===== src/rtl/wavegen_pkg.sv =====
// Shared constants and state encoding for the triangle-wave configuration controller.
package wavegen_pkg;

  localparam logic [1:0] ADDR_P2P  = 2'd0;
  localparam logic [1:0] ADDR_BIAS = 2'd1;
  localparam logic [1:0] ADDR_DIV  = 2'd2;
  localparam logic [1:0] ADDR_CTRL = 2'd3;

  localparam int unsigned CTRL_RUN   = 0;
  localparam int unsigned CTRL_APPLY = 1;

  localparam int unsigned DEF_P2P  = 1024;
  localparam int unsigned DEF_BIAS = 1024;

  typedef enum logic [1:0] {
    ST_IDLE,
    ST_PENDING,
    ST_COMMIT
  } state_e;

endpackage


===== src/rtl/wave_cfg_ctrl_if.sv =====
// Host-side valid/ready configuration write port.
interface wave_cfg_ctrl_if;

  logic        cfg_valid;
  logic        cfg_ready;
  logic [1:0]  cfg_addr;
  logic [15:0] cfg_data;

  modport master (
    output cfg_valid,
    output cfg_addr,
    output cfg_data,
    input  cfg_ready
  );

  modport slave (
    input  cfg_valid,
    input  cfg_addr,
    input  cfg_data,
    output cfg_ready
  );

endinterface


===== src/rtl/wave_tick_div.sv =====
// Rate divider: one-cycle tick every div+1 cycles while enabled; restart or disable zeroes the count.
module wave_tick_div #(
  parameter int unsigned DIV_W = 16
) (
  input  logic             clk,
  input  logic             rst,
  input  logic             en,
  input  logic [DIV_W-1:0] div,
  input  logic             restart,
  output logic             tick
);

  logic [DIV_W-1:0] cnt_q;
  logic [DIV_W-1:0] cnt_d;

  assign tick = en && (cnt_q == div);

  always_comb begin
    cnt_d = cnt_q + 1'b1;
    if (!en || restart || (cnt_q == div)) begin
      cnt_d = '0;
    end
  end

  always_ff @(posedge clk) begin
    if (rst) begin
      cnt_q <= '0;
    end else begin
      cnt_q <= cnt_d;
    end
  end

endmodule


===== src/rtl/wave_cfg_ctrl.sv =====
// Shadow/live configuration for the triangle generator: commits at a trough (or when stopped
// or timed out), clamps bias so the wave stays in range, and paces the generator.
module wave_cfg_ctrl #(
  parameter int unsigned AMP_W    = 11,
  parameter int unsigned DIV_W    = 16,
  parameter int unsigned DEF_P2P  = wavegen_pkg::DEF_P2P,
  parameter int unsigned DEF_BIAS = wavegen_pkg::DEF_BIAS,
  parameter int unsigned TIMEOUT  = 65535
) (
  input  logic              clk,
  input  logic              rst,
  wave_cfg_ctrl_if.slave    cfg,
  input  logic              at_trough,
  output logic              wave_tick,
  output logic [AMP_W-1:0]  p2p_out,
  output logic [AMP_W-1:0]  bias_out,
  output logic              running,
  output logic              pending,
  output logic              clamped
);

  import wavegen_pkg::*;

  localparam int unsigned     TO_W   = $clog2(TIMEOUT + 1);
  localparam logic [TO_W-1:0] TO_MAX = TO_W'(TIMEOUT);

  state_e           state_q;
  logic [AMP_W-1:0] sh_p2p_q;
  logic [AMP_W-1:0] sh_bias_q;
  logic [DIV_W-1:0] sh_div_q;
  logic             sh_run_q;
  logic [AMP_W-1:0] p2p_q;
  logic [AMP_W-1:0] bias_q;
  logic [DIV_W-1:0] div_q;
  logic             run_q;
  logic             pend_q;
  logic             clamp_q;
  logic             ready_q;
  logic [TO_W-1:0]  to_q;

  logic             take;
  logic             apply_wr;
  logic             commit_go;
  logic [AMP_W-1:0] half_d;
  logic [AMP_W:0]   upper_sum_d;
  logic [AMP_W-1:0] bias_d;
  logic             clamp_d;

  assign cfg.cfg_ready = ready_q;
  assign p2p_out       = p2p_q;
  assign bias_out      = bias_q;
  assign running       = run_q;
  assign pending       = pend_q;
  assign clamped       = clamp_q;

  assign take      = cfg.cfg_valid && ready_q;
  assign apply_wr  = take && (cfg.cfg_addr == ADDR_CTRL) && cfg.cfg_data[CTRL_APPLY];
  assign commit_go = (run_q && wave_tick && at_trough) || !run_q || (to_q == TO_MAX);

  // Keep bias within [half, 2^AMP_W-1-half]; a carry out of bias+half means the peak overflows.
  always_comb begin
    half_d      = sh_p2p_q >> 1;
    upper_sum_d = {1'b0, sh_bias_q} + {1'b0, half_d};
    bias_d      = sh_bias_q;
    clamp_d     = 1'b0;
    if (sh_bias_q < half_d) begin
      bias_d  = half_d;
      clamp_d = 1'b1;
    end else if (upper_sum_d[AMP_W]) begin
      bias_d  = {AMP_W{1'b1}} - half_d;
      clamp_d = 1'b1;
    end
  end

  always_ff @(posedge clk) begin
    if (rst) begin
      state_q   <= ST_IDLE;
      sh_p2p_q  <= AMP_W'(DEF_P2P);
      sh_bias_q <= AMP_W'(DEF_BIAS);
      sh_div_q  <= '0;
      sh_run_q  <= 1'b0;
      p2p_q     <= AMP_W'(DEF_P2P);
      bias_q    <= AMP_W'(DEF_BIAS);
      div_q     <= '0;
      run_q     <= 1'b0;
      pend_q    <= 1'b0;
      clamp_q   <= 1'b0;
      ready_q   <= 1'b1;
      to_q      <= '0;
    end else begin
      if (take) begin
        case (cfg.cfg_addr)
          ADDR_P2P:  sh_p2p_q  <= cfg.cfg_data[AMP_W-1:0];
          ADDR_BIAS: sh_bias_q <= cfg.cfg_data[AMP_W-1:0];
          ADDR_DIV:  sh_div_q  <= cfg.cfg_data[DIV_W-1:0];
          default:   sh_run_q  <= cfg.cfg_data[CTRL_RUN];
        endcase
      end

      case (state_q)
        ST_IDLE: begin
          if (apply_wr) begin
            state_q <= ST_PENDING;
            pend_q  <= 1'b1;
            to_q    <= '0;
          end
        end
        // A further apply while waiting merges: shadows are only sampled in ST_COMMIT.
        ST_PENDING: begin
          if (wave_tick && (to_q != TO_MAX)) begin
            to_q <= to_q + 1'b1;
          end
          if (commit_go) begin
            state_q <= ST_COMMIT;
            ready_q <= 1'b0;
          end
        end
        ST_COMMIT: begin
          p2p_q   <= sh_p2p_q;
          bias_q  <= bias_d;
          clamp_q <= clamp_d;
          run_q   <= sh_run_q;
          div_q   <= sh_div_q;
          pend_q  <= 1'b0;
          ready_q <= 1'b1;
          state_q <= ST_IDLE;
        end
        default: state_q <= ST_IDLE;
      endcase
    end
  end

  wave_tick_div #(
    .DIV_W(DIV_W)
  ) u_div (
    .clk     (clk),
    .rst     (rst),
    .en      (run_q),
    .div     (div_q),
    .restart (state_q == ST_COMMIT),
    .tick    (wave_tick)
  );

endmodule


===== src/flat_wrapper.sv =====
// flat-port wrapper written by rule: the top's interface ports become plain ports
module wave_cfg_ctrl_flat import wavegen_pkg::*;
#(
  parameter int unsigned AMP_W    = 11,
  parameter int unsigned DIV_W    = 16,
  parameter int unsigned DEF_P2P  = wavegen_pkg::DEF_P2P,
  parameter int unsigned DEF_BIAS = wavegen_pkg::DEF_BIAS,
  parameter int unsigned TIMEOUT  = 65535
)
  (clk, rst, at_trough, wave_tick, p2p_out, bias_out, running, pending, clamped, cfg_cfg_valid, cfg_cfg_addr, cfg_cfg_data, cfg_cfg_ready);
  wave_cfg_ctrl_if cfg_i ();
  input  logic clk;
  input  logic rst;
  input  logic at_trough;
  output logic wave_tick;
  output logic [AMP_W-1:0] p2p_out;
  output logic [AMP_W-1:0] bias_out;
  output logic running;
  output logic pending;
  output logic clamped;
  input wire logic [$bits(cfg_i.cfg_valid)-1:0] cfg_cfg_valid;
  input wire logic [$bits(cfg_i.cfg_addr)-1:0] cfg_cfg_addr;
  input wire logic [$bits(cfg_i.cfg_data)-1:0] cfg_cfg_data;
  output wire logic [$bits(cfg_i.cfg_ready)-1:0] cfg_cfg_ready;
  assign cfg_i.cfg_valid = cfg_cfg_valid;
  assign cfg_i.cfg_addr = cfg_cfg_addr;
  assign cfg_i.cfg_data = cfg_cfg_data;
  assign cfg_cfg_ready = cfg_i.cfg_ready;
  wave_cfg_ctrl #(.AMP_W(AMP_W), .DIV_W(DIV_W), .DEF_P2P(DEF_P2P), .DEF_BIAS(DEF_BIAS), .TIMEOUT(TIMEOUT)) u_core (.clk(clk), .rst(rst), .cfg(cfg_i), .at_trough(at_trough), .wave_tick(wave_tick), .p2p_out(p2p_out), .bias_out(bias_out), .running(running), .pending(pending), .clamped(clamped));
endmodule

===== config.mk =====
export PLATFORM = sky130hd
export DESIGN_NAME = wave_cfg_ctrl_flat
export DESIGN_NICKNAME = d
export VERILOG_FILES = /design/src/rtl/wavegen_pkg.sv /design/src/rtl/wave_cfg_ctrl_if.sv /design/src/rtl/wave_tick_div.sv /design/src/rtl/wave_cfg_ctrl.sv /design/src/flat_wrapper.sv
export SDC_FILE = /design/constraint.sdc
export NUM_CORES = 1
export LEC_CHECK = 0
export ABC_CLOCK_PERIOD_IN_PS = 4600
export BUFFER_PORTS_ARGS = -buffer_cell sky130_fd_sc_hd__buf_2
export CAP_MARGIN = 20
export CORE_ASPECT_RATIO = 0.5
export CORE_MARGIN = 2
export CORE_UTILIZATION = 24
export CTS_CLUSTER_DIAMETER = 100
export DETAILED_ROUTE_END_ITERATION = 10
export PLACE_DENSITY_LB_ADDON = 0.08
export SETUP_SLACK_MARGIN = 0.15
export SLEW_MARGIN = 20
export SYNTH_ARGS = -nofsm -noshare
export SYNTH_HDL_FRONTEND = slang
export SYNTH_HIERARCHICAL = 1
export SYNTH_SLANG_ARGS = --single-unit

===== constraint.sdc =====
create_clock -name clk -period 4.6 [get_ports clk]
set_input_delay 0.23 -clock clk [delete_from_list [all_inputs] [get_ports clk]]
set_output_delay 0.23 -clock clk [all_outputs]
set_load 0.01 [all_outputs]

# Word level (Yosys, flattened, before mapping)
# Index checks and enable logic that the tools add are counted.
totals:
  wordCells: 72
  input_bits: 22
  out_inout_bits: 27
  regBits: 115
op_classes:
  eq_ne: 11
  add_sub_neg: 4
  mux: 14
  bitwise: 1
  reduce_logical: 27
  n_lt_le_gt_ge: 1
op_table:
  columns: ["operator", "n"]
  rows:
  - ["16-bit by 1-bit adder with 16-bit output, second input constant", 2]
  - ["16-bit 2-to-1 mux", 2]
  - ["16-bit one-hot mux with 2 select lines", 1]
  - ["11-bit 2-to-1 mux", 2]
  - ["16-bit equality test", 1]
  - ["16-bit equality test, second input constant", 1]
  - ["16-bit != test, second input constant", 1]
  - ["2-bit AND reduction", 7]
  - ["11-bit by 10-bit adder with 12-bit output", 1]
  - ["11-bit by 10-bit < comparator with 1-bit output", 1]
  - ["11-bit by 10-bit subtractor with 11-bit output, first input constant", 1]
  - ["1-bit logical AND", 7]
  - ["2-bit equality test, second input constant", 3]
  - ["2-bit by 1-bit != test with 1-bit output, second input constant", 3]
  - ["2-bit nonzero test", 3]
  - ["2-bit by 1-bit equality test with 1-bit output, second input constant", 2]
  - ["2-bit zero test", 2]
  - ["1-bit logical OR", 4]
  - ["1-bit 2-to-1 mux", 4]
  - ["2-bit 2-to-1 mux", 2]
  - ["1-bit one-hot mux with 2 select lines", 2]
  - ["2-bit one-hot mux with 2 select lines", 1]
  - ["3-bit AND reduction", 1]
  - ["3-bit OR reduction", 1]
  - ["3 further kinds", 3]

# Depth between registers and ports, before layout
# Gate-level depths: netlist (run 1).
depth:
  ltp_word: 8
  depth_mapped: 10

# Modules after synthesis
# The synthesis (run 1) kept the hierarchy.
modules_own_cells:
  columns: ["module", "instances", "cells_each", "area_per_inst_um2"]
  rows:
  - ["wave_cfg_ctrl", 1, 564, 4479.3]
  - ["wave_tick_div", 1, 100, 974.7]

# Worst setup path before layout (run 1)
# No wires, ideal clock.
synth_path:
  path_kind: "register to register"
  start: "reg u_core.u_div.cnt_q[10]"
  end: "reg u_core.to_q[13]"
  setup_ps: 70
  path_slack_ps: 1985
  arrival_time_ps: 2545
  path_stages_with_launch: 11
  cell_sequence: "dfxtp_1 -> buf_6 -> xnor2_2 -> nand4_1 -> nor4_4 -> and2_1 -> inv_1 -> a211oi_4 -> o2111ai_4 -> or4_1 -> a21oi_1"
synth_via:
  elab_chain_cells: 5
synth_rtl:
  columns: ["item", "line_no", "source"]
  rows:
  - ["start, declared", "wave_tick_div.sv:13", "logic [DIV_W-1:0] cnt_q;"]
  - ["start signal, assigned", "wave_tick_div.sv:29", "cnt_q <= cnt_d;"]
  - ["16-bit equality test", "wave_tick_div.sv:16", "assign tick = en && (cnt_q == div);"]
  - ["1-bit logical AND", "wave_tick_div.sv:16", null]
  - ["named net wave_tick", "flat_wrapper.sv:15", "output logic wave_tick;"]
  - ["1-bit logical AND", "wave_cfg_ctrl.sv:110", "if (wave_tick && (to_q != TO_MAX)) begin"]
  - ["2-bit by 1-bit != test with 1-bit output (no source line)", null, null]
  - ["3-bit AND reduction (no source line)", null, null]
  - ["end signal, assigned", "wave_cfg_ctrl.sv:111", "to_q <= to_q + 1'b1;"]
  - ["end, declared", "wave_cfg_ctrl.sv:39", "logic [TO_W-1:0] to_q;"]
# The timed path passes the listed nets, and every way through them passes these cells.
# A chain may end at the register's enable or synchronous reset.

# Worst setup path in the final report (run 1)
layout_path:
  start: "reg u_core.sh_p2p_q[2]"
  end: "reg u_core.bias_q[4], in the netlist u_core/bias_out[4]"
layout_via:
  elab_chain_cells: 3
  word_cells_on_any_way: 5
layout_rtl:
  columns: ["item", "line_no", "source"]
  rows:
  - ["start, declared", "wave_cfg_ctrl.sv:28", "logic [AMP_W-1:0] sh_p2p_q;"]
  - ["start signal, assigned", "wave_cfg_ctrl.sv:78", "sh_p2p_q <= AMP_W'(DEF_P2P);"]
  - ["start signal, assigned", "wave_cfg_ctrl.sv:93", "ADDR_P2P: sh_p2p_q <= cfg.cfg_data[AMP_W-1:0];"]
  - ["11-bit by 10-bit subtractor with 11-bit output / 11-bit by 10-bit adder with 12-bit output (equally long branches)", "wave_cfg_ctrl.sv:70, wave_cfg_ctrl.sv:63", null]
  - ["11-bit 2-to-1 mux", "wave_cfg_ctrl.sv:69", "end else if (upper_sum_d[AMP_W]) begin"]
  - ["11-bit 2-to-1 mux (*)", "wave_cfg_ctrl.sv:66", "if (sh_bias_q < half_d) begin"]
  - ["end signal, assigned", "wave_cfg_ctrl.sv:83", "bias_q <= AMP_W'(DEF_BIAS);"]
  - ["end signal, assigned", "wave_cfg_ctrl.sv:120", "bias_q <= bias_d;"]
  - ["end, declared", "wave_cfg_ctrl.sv:33", "logic [AMP_W-1:0] bias_q;"]
# Mark *: on every way between the ends. The rest lies on a longest branch, timed or not.

==> results_dict.tcl, run 1 <==
set metrics [dict create \
    status "finished, final reports clean" \
    seq_area_sq_um 2300 \
    synth_edf_count 0 \
    finalHoldViolations 0 \
    multi_input_comb_area_sq_um 2900 \
    nFillCells 2401 \
    crit_required_ps 4900 \
    cts_inserted_buffers 17 \
    clock_sinks 115 \
    netlist_instances 664 \
    busiest_layer "met2" \
    maxSlewViolCount 0 \
    p_sw_w 0.000653 \
    yosys_warnings 6 \
    async_flop_share_pct 0 \
    pwr-share-seq_pct 41.6 \
    fin_crit_sh_pct 65.1 \
    gr-usage-met2_pct 20.2 \
    crit_fanout 11 \
    grt_pass1_vias 4476 \
    clockBufferDepth 2 \
    path_class "flip-flop to flip-flop" \
    htreeDepth 4 \
    die_h_um 111 \
    met3_usage_pct 2.67 \
    port-buffer-count 48 \
    path_cells "inv_1 > ha_1 > and4bb_1 > o31ai_1 > o311ai_1 > a22oi_1 > buf_4 > or4_1 > nand3_1" \
    endpoint_kind "flip-flop" \
    drt_iter0_drc 268 \
    clkPwrFrac_pct 54.2 \
    tritoncts "yes" \
    finalPower_w 0.00246 \
    fmax_mhz 334 \
    drtPass1Iterations 4 \
    drc 0 \
    worstMarginPinSlew_ps 942 \
    via_per_inst 4.61 \
    fin_crit_ps 2990 \
    drive_above_1_share_pct 15.4 \
    dp.final_hpwl_mm 11.2 \
    final_cell_count_no_fill 1012 \
    ys_ff_latch 115 \
    chipWidth_um 217 \
    clk_pin_slew_ps 60 \
    clock_skew_ps 8.57 \
    n_antenna_cell 0 \
    yosysSeqAreaShare_pct 42.2 \
    start_util_pct 24.8 \
    synth.avg_cell_area_sq_um 8.21 \
    dieArea_sq_um 24000 \
    via_count 4662 \
    area_delta_synth_final_pct 19.9 \
    synth_area_sq_um 5450 \
    crit_path_max_incr_delay_ps 670 \
    comb_power_share_pct 4.2 \
    power_leakage_nw 2.34 \
    maxCapViolCount 0 \
    drt-total-wl_mm 16.1 \
    tns_ps 0 \
    fin_util_pct 29.8 \
    grt_usage_pct 13.9 \
    ios 49 \
    synth_cell_type_count 49 \
    cts_setup_buffers 0 \
    slew_headroom_pct 37.0 \
    grt_max_degree 54 \
    cp-start-kind "flip-flop" \
    swShare_pct 26.5 \
    setup_viol 0 \
    power_per_cell_area_nw_per_um2 377 \
    intPower_w 0.00181 \
    cts-root-buf "clkbuf_16" \
    core_sq_um 22000 \
    slowest_stage "a22oi_1" \
    grt_use_met1_pct 20.1 \
    antenna_found_initial 0 \
    wl_per_cell_um 15.9 \
    clock_latency_ps 420 \
    overflow 0 \
    num_rows 38 \
    arrival_ps 3290 \
    whs_ps 46.6 \
    grt_setup_unrepaired "no" \
    place_congestion 0.763 \
    ant_nets 0 \
    dp_cells 980 \
    nets 741 \
    synthFlopType "dfxtp_1" \
    syn_nets 706 \
    hp-class "input pin to flip-flop" \
    ir_drop_v 0.000201 \
    hold_buffers 0 \
    post_cts_resize_count 0 \
    grt_pass1_wl_mm 25.8 \
]
==> cell type report <==
cell class | count | share of cell area [%]
Clock buffer | 17 | 6.51
Timing Repair Buffer | 56 | 4.59
Inverter | 19 | 1.09
Multi-Input combinational cell | 490 | 44.4
Tap cell | 300 | 5.74
Sequential cell | 115 | 35.2
Clock inverter | 15 | 2.45
==> per-layer routing <==
layer	up-vias	part of all wire (%)
li1	2377	-
met1	2213	52
met2	58	43
met3	14	3.4
met4	0	1.3
met5	-	0
==> state kept, by name, indices dropped and copies added, names as in the netlist, 11 cells and up <==
register and cells:
u_core/sh_div_q 16, u_core/p2p_out 11, u_core/sh_p2p_q 11, u_core/div_q 16
u_core/u_div/cnt_q 16, u_core/sh_bias_q 11, u_core/to_q 16, u_core/bias_out 11
==> final timing paths <==
kind              slack, ps                  end  cells past startpoint           startpoint
setup / recovery       1610   u_core/bias_out[4]                      9   u_core/sh_p2p_q[2]
hold reg to reg         440     u_core/div_q[14]                      2  u_core/sh_div_q[14]
hold / removal           50  u_core/sh_div_q[12]                      3     cfg_cfg_data[12]
setup reg to reg       1610   u_core/bias_out[4]                      9   u_core/sh_p2p_q[2]
==> power groups by stage <==
stage	clock, W	combinational [W]	sequential, W
final	0.00133	0.000103	0.00103
after global routing	0.00143	0.000116	0.00103
after CTS	0.00138	0.000105	0.00103
after detailed placement	0	0.000105	0.00105
after global placement	0	0.000105	0.00105
after floorplan	0	0.0000644	0.00104
==> cells by family after synthesis <==
group,synth area share (%)
muxes,0.367
xor gates and xnor gates,6.72
DFF,42.2
adders and majority gates,4.59
and+or+nand+nor,28.4
AOI/OAI and AO/OA,13.0
buffers and inverters,4.68
==> through the flow <==
stage	worst slack, ps	cell area, sq um
final	1610	6540
after global routing	1360	6540
after CTS	1560	6540
after detailed placement	1590	5950
after global placement	1570	5950
after floorplan	1990	5450
==> worst max-delay path: cells and delay by family, from the launching register on <==
family / cells / cell delay (ps)
AOI/OAI and AO/OA: 3 / 1150
DFF: 1 / 550
buffers and inverters: 2 / 430
and+or+nand+nor: 3 / 420
adders and majority gates: 1 / 310
==> cells in the final DEF (no fill, tap or decap), types with 4 or more instances in the layout <==
cell       count
o31ai_1        4
a21oi_1       76
and2_1         6
nor3_2        11
clkbuf_16     17
nor3_1        10
and3_1         4
inv_6          7
xnor2_1       29
inv_1         18
nand4_1       33
ha_1          20
nor4_1         5
nand2_1      169
o21ai_0        4
nor2b_1        4
nor2_1        27
buf_4          8
nand3_1       20
or4_1         13
dfxtp_1      115
inv_8          4
buf_2         48
o311a_1       11
xor2_1        11
==> cell usage after synthesis, types with 2 or more instances <==
library cell	number	area (sq um)
nand2_1	169	634
buf_2	6	30.0
mux2i_1	2	20.0
nor2b_1	4	25.0
nor4_1	5	31.3
and3_4	2	22.5
nand4_1	33	206
or4_1	13	97.6
inv_1	18	67.6
xor2_1	11	96.3
dfxtp_1	115	2300
o31ai_1	4	30.0
and2_1	6	37.5
clkbuf_1	30	113
buf_6	3	33.8
o21bai_1	2	15.0
o211ai_1	3	22.5
o2111ai_1	3	26.3
xnor2_1	29	254
nor3_1	11	55.1
nand3_1	20	100
o311a_1	11	110
a21oi_1	76	380
nor2_1	27	101
o21ai_0	4	20.0
nor3_2	10	100
ha_1	20	250
and3_1	4	25.0
nand2b_1	3	18.8
Note: power is estimated with default switching activity, not from simulation.
==> run 2, diff against run 1 <==
--- a/config.mk
+++ b/config.mk
@@ -5,7 +5,7 @@
 export SDC_FILE = /design/constraint.sdc
 export NUM_CORES = 1
 export LEC_CHECK = 0
-export ABC_CLOCK_PERIOD_IN_PS = 4600
+export ABC_CLOCK_PERIOD_IN_PS = 3140
 export BUFFER_PORTS_ARGS = -buffer_cell sky130_fd_sc_hd__buf_2
 export CAP_MARGIN = 20
 export CORE_ASPECT_RATIO = 0.5
==> constraint.sdc (replaced) <==
create_clock -name clk -period 3.14 [get_ports clk]
set_input_delay 0.157 -clock clk [delete_from_list [all_inputs] [get_ports clk]]
set_output_delay 0.157 -clock clk [all_outputs]
set_load 0.01 [all_outputs]
==> run 2 against run 1 <==
Compared with the run above:
- die area stayed put
- clock power grew 53%
- worst setup slack lost 1000 ps
- design area increased by 3.2%
- first-iteration DRC count rose by 2.2%
- cell count up 2.2%
- sequential cell count is the same
- non-clock buffer count up 24
- fmax up 16%
- sequential share of layout area shrank 1.1 points
- utilization up 0.95 points
- clock skew shrank 0.60 ps
- critical endpoint is now u_core/to_q[13]
==> results_dict.tcl, run 2 (same netlist as run 1, synthesis figures left out) <==
set metrics [dict create \
    slew_headroom_pct 50.9 \
    clock_skew_ps 7.97 \
    power_leakage_nw 2.46 \
    chipWidth_um 217 \
    via_per_inst 4.63 \
    crit_fanout 6 \
    grt_usage_pct 14.2 \
    core_sq_um 22000 \
    tns_ps 0 \
    tritoncts "yes" \
    clock_latency_ps 420 \
    status "finished, final reports clean" \
    fin_crit_ps 2580 \
    htreeDepth 4 \
    fin_util_pct 30.7 \
    finalPower_w 0.00371 \
    layout_common_cells "nand2_1, dfxtp_1, a21oi_1, buf_2, nand4_1" \
    final_common_cell "nand2_1" \
    arrival_ps 2930 \
    dpl_cell_area_sq_um 6090 \
    area_delta_synth_final_pct 23.7 \
    fin_crit_sh_pct 82.2 \
    via_count 4785 \
    drtPass1Iterations 5 \
    grt_pass1_wl_mm 26.2 \
    slowest_stage "dfxtp_1" \
    fmax_mhz 387 \
    stdcell_area_sq_um 6750 \
    start_util_pct 24.8 \
    crit_required_ps 3480 \
    cts-root-buf "clkbuf_16" \
    dieArea_sq_um 24000 \
    endpoint_kind "flip-flop" \
    path_cells "xnor2_2 > nand4_1 > nor4_4 > and2_1 > inv_1 > a211oi_4 > o2111ai_4 > or4_1 > a21oi_1" \
    drt_iter0_drc 274 \
    worstMarginPinSlew_ps 734 \
    reg2reg_slack_ps 560 \
    path_class "flip-flop to flip-flop" \
    grt_max_degree 38 \
    ant_nets 0 \
    wl_per_cell_um 15.8 \
    setup_viol 0 \
    drive_above_1_share_pct 16.9 \
    finalHoldViolations 0 \
    clockBufferDepth 2 \
    port-buffer-count 48 \
    ir_drop_v 0.000297 \
    clk_pin_slew_ps 60 \
    maxSlewViolCount 0 \
    grt_pass1_vias 4520 \
    place_congestion 0.772 \
    dp.final_hpwl_mm 11.6 \
    power_per_cell_area_nw_per_um2 550 \
    clock_sinks 115 \
    antenna_found_initial 0 \
    overflow 0 \
    maxCapViolCount 0 \
    ios 49 \
    post_cts_resize_count 0 \
    cp-start-kind "flip-flop" \
    nets 765 \
    drc 0 \
    n_antenna_cell 0 \
    die_h_um 111 \
    num_rows 38 \
    cts_inserted_buffers 17 \
    crit_path_max_incr_delay_ps 490 \
    drt-total-wl_mm 16.4 \
    hp-class "input pin to flip-flop" \
    cts_setup_buffers 0 \
    grt_setup_unrepaired "no" \
]
==> run 2: cell types whose count changed in the layout (fill, tap and decap cells not counted), moves of 2 or more <==
cell	previous run	this run
clkinv_2	0	3
dlygate4sd3_1	0	5
inv_8	4	0
buf_4	8	27
inv_6	7	0
bufinv_16	1	4
clkbuf_1	0	2
==> run 2: report_power, final <==
group          switching (W)  internal (W)  leakage [nW]
combinational       0.000117     0.0000588          1.24
clock               0.000702       0.00134         0.292
sequential         0.0000160       0.00148         0.929
==> run 2: timing repair <==
item | in CTS | in global routing
hold buffers | 5 | 0
endpoints found under the hold margin | 5 | 0
endpoints found under the setup margin | 0 | 0
==> run 2: stage by stage <==
stage / setup slack (ps) / hold WS (ps) / cells
finish: 559 / 22.5 / 1034
CTS: 537 / 0.933 / 1034
global placement: 605 / 405 / 999
detailed placement: 542 / 406 / 999
floorplan: 525 / 281 / 664
global route: 313 / 5.53 / 1034
==> run 2: path summary, 6_finish.rpt <==
path | startpoint | to | depth (start not counted)
worst max register to register | u_core/u_div/cnt_q[10] | u_core/to_q[13] | 9
worst max-delay path | u_core/u_div/cnt_q[10] | u_core/to_q[13] | 9
worst min register to register | u_core/sh_div_q[12] | u_core/div_q[12] | 2
worst min-delay path | cfg_cfg_data[3] | u_core/sh_bias_q[3] | 3
==> run 2: worst max-delay path: cells and delay by family (launching register included) <==
kind            cells  cell delay (ps)
flops               1              490
buf+inv             1               90
xor+xnor            1              150
compound gates      3              540
simple gates        4             1230
==> run 2: cell type report <==
class / instances / area, sq um
fill: 2419 / 15200
timing repair buffer: 80 / 493
clock buffer: 20 / 447
inverter: 19 / 71.3
tap: 300 / 375
multi-input combinational: 490 / 2900
sequential: 115 / 2300
clock inverter: 10 / 159
==> run 2: layer usage <==
metal  global-route usage [%]  vias up  wire [um]
li1                         -     2412          -
met1                     21.2     2272       8910
met2                     19.4       86       6730
met3                     3.44       15        572
met4                     4.84        0        176
met5                        0        -          0
==> run 3, diff against run 2 <==
--- a/config.mk
+++ b/config.mk
@@ -5,7 +5,7 @@
 export SDC_FILE = /design/constraint.sdc
 export NUM_CORES = 1
 export LEC_CHECK = 0
-export ABC_CLOCK_PERIOD_IN_PS = 3140
+export ABC_CLOCK_PERIOD_IN_PS = 2200
 export BUFFER_PORTS_ARGS = -buffer_cell sky130_fd_sc_hd__buf_2
 export CAP_MARGIN = 20
 export CORE_ASPECT_RATIO = 0.5
==> constraint.sdc (replaced) <==
create_clock -name clk -period 2.2 [get_ports clk]
set_input_delay 0.11 -clock clk [delete_from_list [all_inputs] [get_ports clk]]
set_output_delay 0.11 -clock clk [all_outputs]
set_load 0.01 [all_outputs]
==> run 3 against run 2 <==
Compared with the run above:
- the run now ends with setup timing left
- critical endpoint is now u_core/to_q[15]
- hold slack got worse by 8.4 ps
- non-clock buffer count rose by 78
- count of clock-buffer cells in the layout fell by 3
- combinational power rose by 110%
- die area did not move
==> results_dict.tcl, run 3 (same netlist as run 1, synthesis figures left out) <==
set metrics [dict create \
    crit_start "u_core/u_div/cnt_q[6]" \
    overflow 0 \
    cts_inserted_buffers 17 \
    die_h_um 111 \
    drive_above_1_share_pct 35.1 \
    clock_latency_ps 420 \
    power_leakage_nw 2.98 \
    grt_setup_unrepaired "yes" \
    antenna_found_initial 0 \
    worstHoldStart "rst" \
    ios 49 \
    ir_drop_v 0.000484 \
    status "complete, but fails checks" \
    reg2reg_slack_ps -180 \
    crit_fanout 4 \
    drt_iter0_drc 232 \
    slew_headroom_pct 47.8 \
    fin_crit_sh_pct 108 \
    tritoncts "yes" \
    maxSlewViolCount 0 \
    crit_buf_inv 1 \
    cpLargestDelayFamily "simple AND/OR/NAND/NOR gates" \
    power_per_cell_area_nw_per_um2 664 \
    place_congestion 0.763 \
    dp.final_hpwl_mm 11.9 \
    htreeDepth 4 \
    layout_common_cells "nand2_1, dfxtp_1, buf_4, a21oi_1, buf_2" \
    cp-start-kind "flip-flop" \
    fin_crit_ps 2380 \
    finalHoldViolations 0 \
    via_per_inst 4.52 \
    nets 843 \
    grt_usage_pct 14.8 \
    final_common_cell "nand2_1" \
    ant_nets 0 \
    core_sq_um 22000 \
    wl_per_cell_um 15.8 \
    violations "setup timing" \
    dieArea_sq_um 24000 \
    clock_skew_ps 15.0 \
    endpoint_kind "flip-flop" \
    arrival_ps 2720 \
    clk_pin_slew_ps 60 \
    clock_sinks 115 \
    start_util_pct 24.8 \
    maxCapViolCount 0 \
    drtPass1Iterations 4 \
    hp-class "input pin to flip-flop" \
    crit_required_ps 2540 \
    r2r-start "u_core/u_div/cnt_q[6]" \
    dp_cells 1046 \
    area_delta_synth_final_pct 43.7 \
    fmax_mhz 420 \
    nFillCells 2348 \
    worstMarginPinSlew_ps 780 \
    final_cell_count_no_fill 1114 \
    grt_max_degree 65 \
    clockBufferDepth 2 \
    n_antenna_cell 0 \
    drc 0 \
    slowest_stage "or4_1" \
    path_cells "xnor2_1 > nand4_1 > nor4_4 > and2_4 > inv_2 > a211oi_4 > o2111ai_4 > or4_1 > a21oi_1" \
    tns_ps -1510 \
    port-buffer-count 48 \
    finalWorstSetupSlack_ps -179 \
    cts-root-buf "clkbuf_16" \
    setup_viol 15 \
    grt_pass1_wl_mm 27.7 \
    drt-total-wl_mm 17.6 \
    num_rows 38 \
    via_count 5036 \
    chipWidth_um 217 \
    path_class "flip-flop to flip-flop" \
    crit_path_max_incr_delay_ps 430 \
    grt_pass1_vias 4813 \
]
==> run 3: final timing paths <==
| check | end | depth (start not counted) |
|---|---|---|
| min reg2reg | u_core/div_q[7] | 2 |
| max | u_core/to_q[15] | 9 |
| max reg2reg | u_core/to_q[15] | 9 |
| min | u_core/to_q[0] | 2 |
==> run 3: layout make-up <==
class                   instances  area, sq um  area share, %
clock buffers                  17          425           5.43
repair buffers                158         1180           15.0
well taps                     300          375           4.79
flip-flops and latches        115         2330           29.7
multi-input cells             490         3310           42.2
inverters                      19         73.8          0.942
clock inverters                15          145           1.85
==> run 3: through the flow <==
stage	utilization, %	hold slack [ps]	power (W)	setup slack [ps]	cell area (sq um)
after floorplan	-	234	0.00231	-357	5470
after global placement	29.4	361	0.00245	-187	6460
after detailed placement	29.4	364	0.00245	-220	6460
after CTS	34.3	10.6	0.00527	-155	7540
after global routing	35.7	16.2	0.00543	-324	7840
final	35.7	14.1	0.00521	-179	7840
==> run 3: worst reg2reg max path: cells and delay by family (launching register included) <==
family | cells | cell delay (ps)
AO/OA/AOI/OAI | 3 | 550
XOR/XNOR | 1 | 160
flip-flops | 1 | 320
AND/OR/NAND/NOR | 4 | 1230
buffers and inverters | 1 | 40
==> run 3: what timing repair did <==
item / 4_1_cts / 5_1_grt
buffers inserted: 8 / 8
endpoints found under the hold margin: 35 / 0
resized for setup: 57 / 59
hold buffers: 16 / 0
pin swaps: 27 / 32
endpoints found under the setup margin: 28 / 31
cloned: 4 / 0
==> run 3: layer usage <==
metal	vias to the layer above	track usage, %	part of all wire (%)
met1	2405	22.3	55
li1	2581	-	-
met4	0	3.61	0.82
met5	-	0	0
met2	38	20.9	42
met3	12	3.39	2.5
==> run 3: power by group <==
part	switching [W]	internal (W)
Clock	0.00113	0.00158
Combinational	0.000208	0.000158
Sequential	0.0000222	0.00211
Total	0.00136	0.00385
